`src/rtl/stage_mem_pkg.sv`:
```
// Shared widths, control encodings and the memory-stage FSM state type.
// wb_ctl selects the writeback source; byt_typ selects access width and signedness.
package stage_mem_pkg;

    localparam int REG_ADDR_WIDTH = 5;
    localparam int MEM_ADDR_WIDTH = 32;
    localparam int WORD_WIDTH     = 32;

    localparam logic [1:0] WB_RSLT = 2'b00;
    localparam logic [1:0] WB_LOAD = 2'b01;
    localparam logic [1:0] WB_IMM  = 2'b10;
    localparam logic [1:0] WB_ZERO = 2'b11;

    localparam logic [2:0] BT_B  = 3'b000;
    localparam logic [2:0] BT_H  = 3'b001;
    localparam logic [2:0] BT_W  = 3'b010;
    localparam logic [2:0] BT_BU = 3'b100;
    localparam logic [2:0] BT_HU = 3'b101;

    typedef enum logic {
        ST_IDLE = 1'b0,
        ST_WAIT = 1'b1
    } mem_state_e;

    // Stores only know SB/SH/SW, so unsigned codes fall back to word width for them.
    function automatic logic access_misaligned(input logic [2:0] byt_typ,
                                               input logic       is_store,
                                               input logic [1:0] addr_lo);
        logic is_byte;
        logic is_half;
        is_byte = (byt_typ == BT_B) || (!is_store && byt_typ == BT_BU);
        is_half = (byt_typ == BT_H) || (!is_store && byt_typ == BT_HU);
        if (is_byte)      return 1'b0;
        else if (is_half) return addr_lo[0];
        else              return |addr_lo;
    endfunction

endpackage

```
`src/rtl/stage_mem_align.sv`:
```
// Combinational lane steering: store byte enables and replicated write data, load extraction.
// Store codes beyond SB/SH and load codes beyond LB/LH/LBU/LHU behave as full words.
module load_store_align
    import stage_mem_pkg::*;
(
    input  logic [2:0]            byt_typ,
    input  logic [1:0]            addr_lo,
    input  logic [WORD_WIDTH-1:0] rs2,
    input  logic [WORD_WIDTH-1:0] rdata,
    output logic [3:0]            be,
    output logic [WORD_WIDTH-1:0] wdata,
    output logic [WORD_WIDTH-1:0] ld_data
);

    logic [7:0]  ld_byte;
    logic [15:0] ld_half;

    always_comb begin
        be    = 4'b1111;
        wdata = rs2;
        case (byt_typ)
            BT_B: begin
                be    = 4'b0001 << addr_lo;
                wdata = {4{rs2[7:0]}};
            end
            BT_H: begin
                be    = addr_lo[1] ? 4'b1100 : 4'b0011;
                wdata = {2{rs2[15:0]}};
            end
            default: begin
                be    = 4'b1111;
                wdata = rs2;
            end
        endcase
    end

    always_comb begin
        ld_byte = rdata[{addr_lo, 3'b000} +: 8];
        ld_half = addr_lo[1] ? rdata[31:16] : rdata[15:0];
        case (byt_typ)
            BT_B:    ld_data = {{24{ld_byte[7]}}, ld_byte};
            BT_BU:   ld_data = {24'h0, ld_byte};
            BT_H:    ld_data = {{16{ld_half[15]}}, ld_half};
            BT_HU:   ld_data = {16'h0, ld_half};
            default: ld_data = rdata;
        endcase
    end

endmodule

```
`src/rtl/stage_mem.sv`:
```
// Pipeline memory stage: registers EX results, runs one data-memory access, feeds WB and forwarding.
// One cycle EX->WB; every cycle without dmem_ack while requesting holds the stage via stall_out.
module stage_mem
    import stage_mem_pkg::*;
#(
    parameter int reg_addr_width = REG_ADDR_WIDTH,
    parameter int ins_addr_width = MEM_ADDR_WIDTH,
    parameter int word_width     = WORD_WIDTH
) (
    input  logic                      clk,
    input  logic                      rst,
    input  logic [ins_addr_width-1:0] tgt_addr_in,
    input  logic [word_width-1:0]     rslt_in,
    input  logic [word_width-1:0]     rs2_val_in,
    input  logic [word_width-1:0]     imm_ext_in,
    input  logic [reg_addr_width-1:0] rd_addr_in,
    input  logic [2:0]                byt_typ_in,
    input  logic [1:0]                wb_ctl_in,
    input  logic                      jmp_ctl_in,
    input  logic                      rd_wen_in,
    input  logic                      bch_ctl_in,
    input  logic                      mem_ctl_in,
    output logic                      dmem_req,
    output logic                      dmem_wen,
    output logic [word_width-1:0]     dmem_addr,
    output logic [word_width-1:0]     dmem_wdata,
    output logic [3:0]                dmem_be,
    input  logic                      dmem_ack,
    input  logic [word_width-1:0]     dmem_rdata,
    output logic                      mem_wen_out,
    output logic [reg_addr_width-1:0] mem_rd_out,
    output logic [word_width-1:0]     mem_d_out,
    output logic                      rd_wen_out,
    output logic [reg_addr_width-1:0] rd_addr_out,
    output logic [1:0]                wb_ctl_out,
    output logic [word_width-1:0]     wb_d_out,
    output logic                      stall_out,
    output logic                      pc_sel_out,
    output logic [ins_addr_width-1:0] tgt_addr_out,
    output logic                      misalign_out
);

    logic [ins_addr_width-1:0] tgt_addr_q, tgt_addr_d;
    logic [word_width-1:0]     rslt_q, rslt_d;
    logic [word_width-1:0]     rs2_val_q, rs2_val_d;
    logic [word_width-1:0]     imm_ext_q, imm_ext_d;
    logic [reg_addr_width-1:0] rd_addr_q, rd_addr_d;
    logic [2:0]                byt_typ_q, byt_typ_d;
    logic [1:0]                wb_ctl_q, wb_ctl_d;
    logic                      jmp_ctl_q, jmp_ctl_d;
    logic                      rd_wen_q, rd_wen_d;
    logic                      bch_ctl_q, bch_ctl_d;
    logic                      mem_ctl_q, mem_ctl_d;
    mem_state_e                state_q, state_d;

    logic                  is_store, is_load, misaligned, access_ok;
    logic [3:0]            align_be;
    logic [word_width-1:0] align_wdata, ld_data;

    always_comb begin
        tgt_addr_d = tgt_addr_q;
        rslt_d     = rslt_q;
        rs2_val_d  = rs2_val_q;
        imm_ext_d  = imm_ext_q;
        rd_addr_d  = rd_addr_q;
        byt_typ_d  = byt_typ_q;
        wb_ctl_d   = wb_ctl_q;
        jmp_ctl_d  = jmp_ctl_q;
        rd_wen_d   = rd_wen_q;
        bch_ctl_d  = bch_ctl_q;
        mem_ctl_d  = mem_ctl_q;
        if (!stall_out) begin
            tgt_addr_d = tgt_addr_in;
            rslt_d     = rslt_in;
            rs2_val_d  = rs2_val_in;
            imm_ext_d  = imm_ext_in;
            rd_addr_d  = rd_addr_in;
            byt_typ_d  = byt_typ_in;
            wb_ctl_d   = wb_ctl_in;
            jmp_ctl_d  = jmp_ctl_in;
            rd_wen_d   = rd_wen_in;
            bch_ctl_d  = bch_ctl_in;
            mem_ctl_d  = mem_ctl_in;
        end
    end

    always_ff @(posedge clk) begin
        if (rst) begin
            tgt_addr_q <= '0;
            rslt_q     <= '0;
            rs2_val_q  <= '0;
            imm_ext_q  <= '0;
            rd_addr_q  <= '0;
            byt_typ_q  <= '0;
            wb_ctl_q   <= '0;
            jmp_ctl_q  <= 1'b0;
            rd_wen_q   <= 1'b0;
            bch_ctl_q  <= 1'b0;
            mem_ctl_q  <= 1'b0;
            state_q    <= ST_IDLE;
        end else begin
            tgt_addr_q <= tgt_addr_d;
            rslt_q     <= rslt_d;
            rs2_val_q  <= rs2_val_d;
            imm_ext_q  <= imm_ext_d;
            rd_addr_q  <= rd_addr_d;
            byt_typ_q  <= byt_typ_d;
            wb_ctl_q   <= wb_ctl_d;
            jmp_ctl_q  <= jmp_ctl_d;
            rd_wen_q   <= rd_wen_d;
            bch_ctl_q  <= bch_ctl_d;
            mem_ctl_q  <= mem_ctl_d;
            state_q    <= state_d;
        end
    end

    load_store_align u_align (
        .byt_typ (byt_typ_q),
        .addr_lo (rslt_q[1:0]),
        .rs2     (rs2_val_q),
        .rdata   (dmem_rdata),
        .be      (align_be),
        .wdata   (align_wdata),
        .ld_data (ld_data)
    );

    always_comb begin
        is_store   = mem_ctl_q;
        is_load    = (wb_ctl_q == WB_LOAD) && rd_wen_q;
        misaligned = (is_store || is_load) && access_misaligned(byt_typ_q, is_store, rslt_q[1:0]);
        access_ok  = (is_store || is_load) && !misaligned;

        // The input register is frozen in WAIT, so access_ok already holds there.
        dmem_req   = access_ok || (state_q == ST_WAIT);
        dmem_wen   = dmem_req && is_store;
        dmem_addr  = rslt_q;
        dmem_wdata = align_wdata;
        dmem_be    = (dmem_req && is_store) ? align_be : 4'b0000;
        stall_out  = dmem_req && !dmem_ack;

        state_d = state_q;
        case (state_q)
            ST_IDLE: if (dmem_req && !dmem_ack) state_d = ST_WAIT;
            ST_WAIT: if (dmem_ack)              state_d = ST_IDLE;
            default:                            state_d = ST_IDLE;
        endcase

        misalign_out = misaligned;
        rd_wen_out   = rd_wen_q && !misaligned;
        rd_addr_out  = rd_addr_q;
        wb_ctl_out   = wb_ctl_q;
        case (wb_ctl_q)
            WB_RSLT: wb_d_out = rslt_q;
            WB_LOAD: wb_d_out = ld_data;
            WB_IMM:  wb_d_out = imm_ext_q;
            default: wb_d_out = '0;
        endcase

        mem_d_out    = wb_d_out;
        mem_wen_out  = rd_wen_out && !stall_out;
        mem_rd_out   = rd_addr_q;
        pc_sel_out   = (jmp_ctl_q || (bch_ctl_q && rslt_q[0])) && !stall_out;
        tgt_addr_out = stall_out ? '0 : tgt_addr_q;
    end

endmodule

```
`config.mk`:
```
export PLATFORM = sky130hd
export DESIGN_NAME = stage_mem
export DESIGN_NICKNAME = d
export VERILOG_FILES = /design/src/rtl/stage_mem_pkg.sv /design/src/rtl/stage_mem_align.sv /design/src/rtl/stage_mem.sv
export SDC_FILE = /design/constraint.sdc
export NUM_CORES = 1
export LEC_CHECK = 0
export ABC_AREA = 1
export CAP_MARGIN = 5
export CORE_UTILIZATION = 28
export CTS_CLUSTER_DIAMETER = 40
export DETAILED_ROUTE_END_ITERATION = 16
export SYNTH_ARGS = -nofsm -noshare
export SYNTH_HDL_FRONTEND = slang
export SYNTH_SLANG_ARGS = --single-unit
```
`constraint.sdc`:
```
create_clock -name clk -period 2.01 [get_ports clk]
set_input_delay 0.3015 -clock clk [delete_from_list [all_inputs] [get_ports clk]]
set_output_delay 0.3015 -clock clk [all_outputs]
set_load 0.02 [all_outputs]
```
==> impl_metrics.tcl <==
set metrics [dict create \
    critical_path_buf_inv_count 2 \
    ys_async_sr_fraction 0 \
    status "finished with violations" \
    antenna_found_initial 2 \
    grt_pass1_vias 9336 \
    cts_buffer_depth 2 \
    synth_area_per_cell_sq_um 6.12 \
    drv_cap 0 \
    ys_types 25 \
    drt-pass1-iter-count 7 \
    rsz0062_at_grt "true" \
    dp_hpwl_microns 24100 \
    areaGrowthSynthToFinish_pct 86.6 \
    avgViaCountPerCell 4.73 \
    synth.net_count 1539 \
    syn-cell-area_sq_um 8330 \
    numCtsBuffers 17 \
    worstSetupPathType "flop to output port" \
    setup_tns_ns -29.93 \
    place_area_sq_um 12500 \
    max_freq_ghz 0.428 \
    yosys.cell_count.top_type "nand2_1" \
    clock_latency_ns 0.43 \
    crit_chain "nand2_4 -> nor2_2 -> a31oi_4 -> nand2_2 -> nand2_4 -> nand3_4 -> buf_8 -> nand2_2 -> nand3_2 -> buf_6" \
    synth-seq-cells 143 \
    power.density_nw_per_um2 758 \
    track_usage 0.221 \
    drc 0 \
    fillCellCount 2721 \
    hold_viol 0 \
    crit-reg2reg-launch "dmem_addr[1]" \
    multiInputGateArea_sq_um 5260 \
    failed_checks "negative setup slack" \
    slew_headroom 0.505 \
    finalWeightedCongestion 0.873 \
    slowest_delay_ns 0.42 \
    via_count 10200 \
    crit_fanout 8 \
    synth.top_cell.area_share 0.344 \
    crit_family "simple AND/OR/NAND/NOR gates" \
    die_h_microns 174 \
    hold_class "primary input to flop" \
    die_w_microns 174 \
    cts.htree.levels 4 \
    regArea_sq_um 2880 \
    pin_count 360 \
    drt_iter0_markers 631 \
    worstPathRequired_ns 1.71 \
    cts_tree "done" \
    finalWirelength_microns 37600 \
    finalSetupViolations 134 \
    path_clk_slew_ns 0.07 \
    grt_pass1_wl_microns 52700 \
    clock-sinks 143 \
    initial_core_util 0.287 \
    grt_max_degree 160 \
    crit_start "dmem_addr[1]" \
    synth_edf_count 0 \
    coreArea_sq_um 29000 \
    grt_overflow 0 \
    fp-row-count 62 \
    cp_slowest_cell "dfxtp_4" \
    netlist_instances 1362 \
    crit_arrival_ns 2.03 \
    port_buffers 359 \
    yosysTopAreaCell "dfxtp_1" \
    ys_seq_area_frac 0.344 \
    final_max_slew_viol_count 0 \
    antenna_left 0 \
    dieArea_sq_um 30400 \
    drive_above_1_share 0.310 \
    power_leakage_nw 7.05 \
    tightest_slew_ns 0.742 \
    finalCriticalPeriod_ns 2.34 \
    startpoint_type "flop" \
    peakVddDrop_mv 0.524 \
    post-route-period-util 1.16 \
    ys_top_cells_by_count "nand2_1, nor2_1, nand3_1" \
    synth_area_leaders "dfxtp_1, nand2_1, nand3_1" \
    crit_path_end_kind "output port" \
    cts.root.buffer_cell "clkbuf_16" \
    nets 1940 \
    cts_hold_buffers 0 \
    yosysWarnings 0 \
    wire_per_inst_microns 17.4 \
    final_cell_area_sq_um 15500 \
    skew_ns 0.0120 \
    hp-start "mem_ctl_in" \
    yosys_most_used_dff "dfxtp_1" \
    fin_ws_ns -0.325 \
]
## timing repair
action	in CTS	in global routing
gates resized for setup	789	394
cloned	7	10
setup endpoints to repair	248	207
pin swaps	11	28
endpoints found under the hold margin	0	0
buffers inserted	15	42
## sequential cells by signal (all words and copies together) (netlist names)
name and flops:
tgt_addr_q 32, mem_rd_out 5, rs2_val_q 32, dmem_addr 32
is_store 1, state_q 1, imm_ext_q 32, wb_ctl_out 2
bch_ctl_q 1, byt_typ_q 3, rd_wen_q 1, jmp_ctl_q 1
## cell families (layout without fill, tap and decap cells)
kind of cell / Yosys count / in the layout / synth area share
buffers and inverters: 322 / 736 / 0.179
and+or+nand+nor: 669 / 669 / 0.331
AOI/OAI and AO/OA: 228 / 228 / 0.146
other: 0 / 2 / 0
DFF: 143 / 143 / 0.344
## through the flow
step	hold WS, ns	cells	total power (W)	utilization	setup slack [ns]
6_report	0.454	2162	0.0118	0.536	-0.325
5_1_grt	0.454	2161	0.0123	0.536	-0.420
4_1_cts	0.435	2112	0.0109	0.470	-0.283
3_5_place_dp	0.528	2058	0.00730	0.432	-0.619
3_3_place_gp	0.525	2058	0.00727	0.432	-0.633
2_1_floorplan	0.374	1362	0.00553	-	0.0187
## layout by cell type (no fill, tap or decap), types with 4 or more instances in the layout
cell type and count:
clkbuf_16 24, o22ai_2 6, nor2_4 36, nor2_1 176
buf_12 20, inv_2 14, a21oi_1 150, inv_8 6
nand3_1 142, buf_8 5, inv_6 7, nand2_1 211
o21ai_1 13, o22ai_4 4, buf_6 150, buf_16 4
nand2_2 28, nand3_2 11, dfxtp_1 138, nand3_4 25
o211ai_1 10, clkdlybuf4s50_1 226, inv_1 152, nand2_4 22
a21oi_2 6, nor2_2 14, buf_4 111, o21ai_2 22
o221ai_4 5
## layout make-up
cell class | count | share of cell area
diodes | 2 | 0.000322
clock buffers | 17 | 0.0274
clock inverters | 15 | 0.00909
inverters | 175 | 0.0450
multi-input cells | 897 | 0.338
flip-flops and latches | 143 | 0.185
well taps | 384 | 0.0309
repair buffers | 529 | 0.364
## worst register-to-register path, cell delays in order (launching register included)
cell       delay (ns)
dfxtp_4          0.48
buf_6            0.16
nand2_2          0.06
nand2_2          0.08
nand2_4          0.08
nand2_4          0.09
nand2_8          0.08
buf_6            0.14
buf_16           0.13
buf_4            0.16
bufbuf_16        0.30
a21oi_1          0.18
nor2_1           0.07
## routing by layer
layer,part of all wire,track usage
met4,0.014,0.0523
met1,0.42,0.278
met5,0,0
met2,0.50,0.373
met3,0.068,0.0573
## worst paths after layout
| kind | to | slack (ns) | depth (start not counted) |
|---|---|---|---|
| worst max-delay path | mem_d_out[25] | -0.33 | 10 |
| worst min-delay path | is_store | 0.45 | 3 |
| worst min register to register | imm_ext_q[20] | 0.54 | 4 |
| worst max register to register | dmem_addr[16] | -0.07 | 12 |
## power breakdown
| group | switching (W) | total, W | internal, W |
|---|---|---|---|
| registers | 0.000160 | 0.00326 | 0.00310 |
| clock network | 0.00153 | 0.00318 | 0.00165 |
| logic | 0.00281 | 0.00535 | 0.00254 |
| total | 0.00450 | 0.0118 | 0.00729 |
Note: power is estimated with default switching activity, not from simulation.
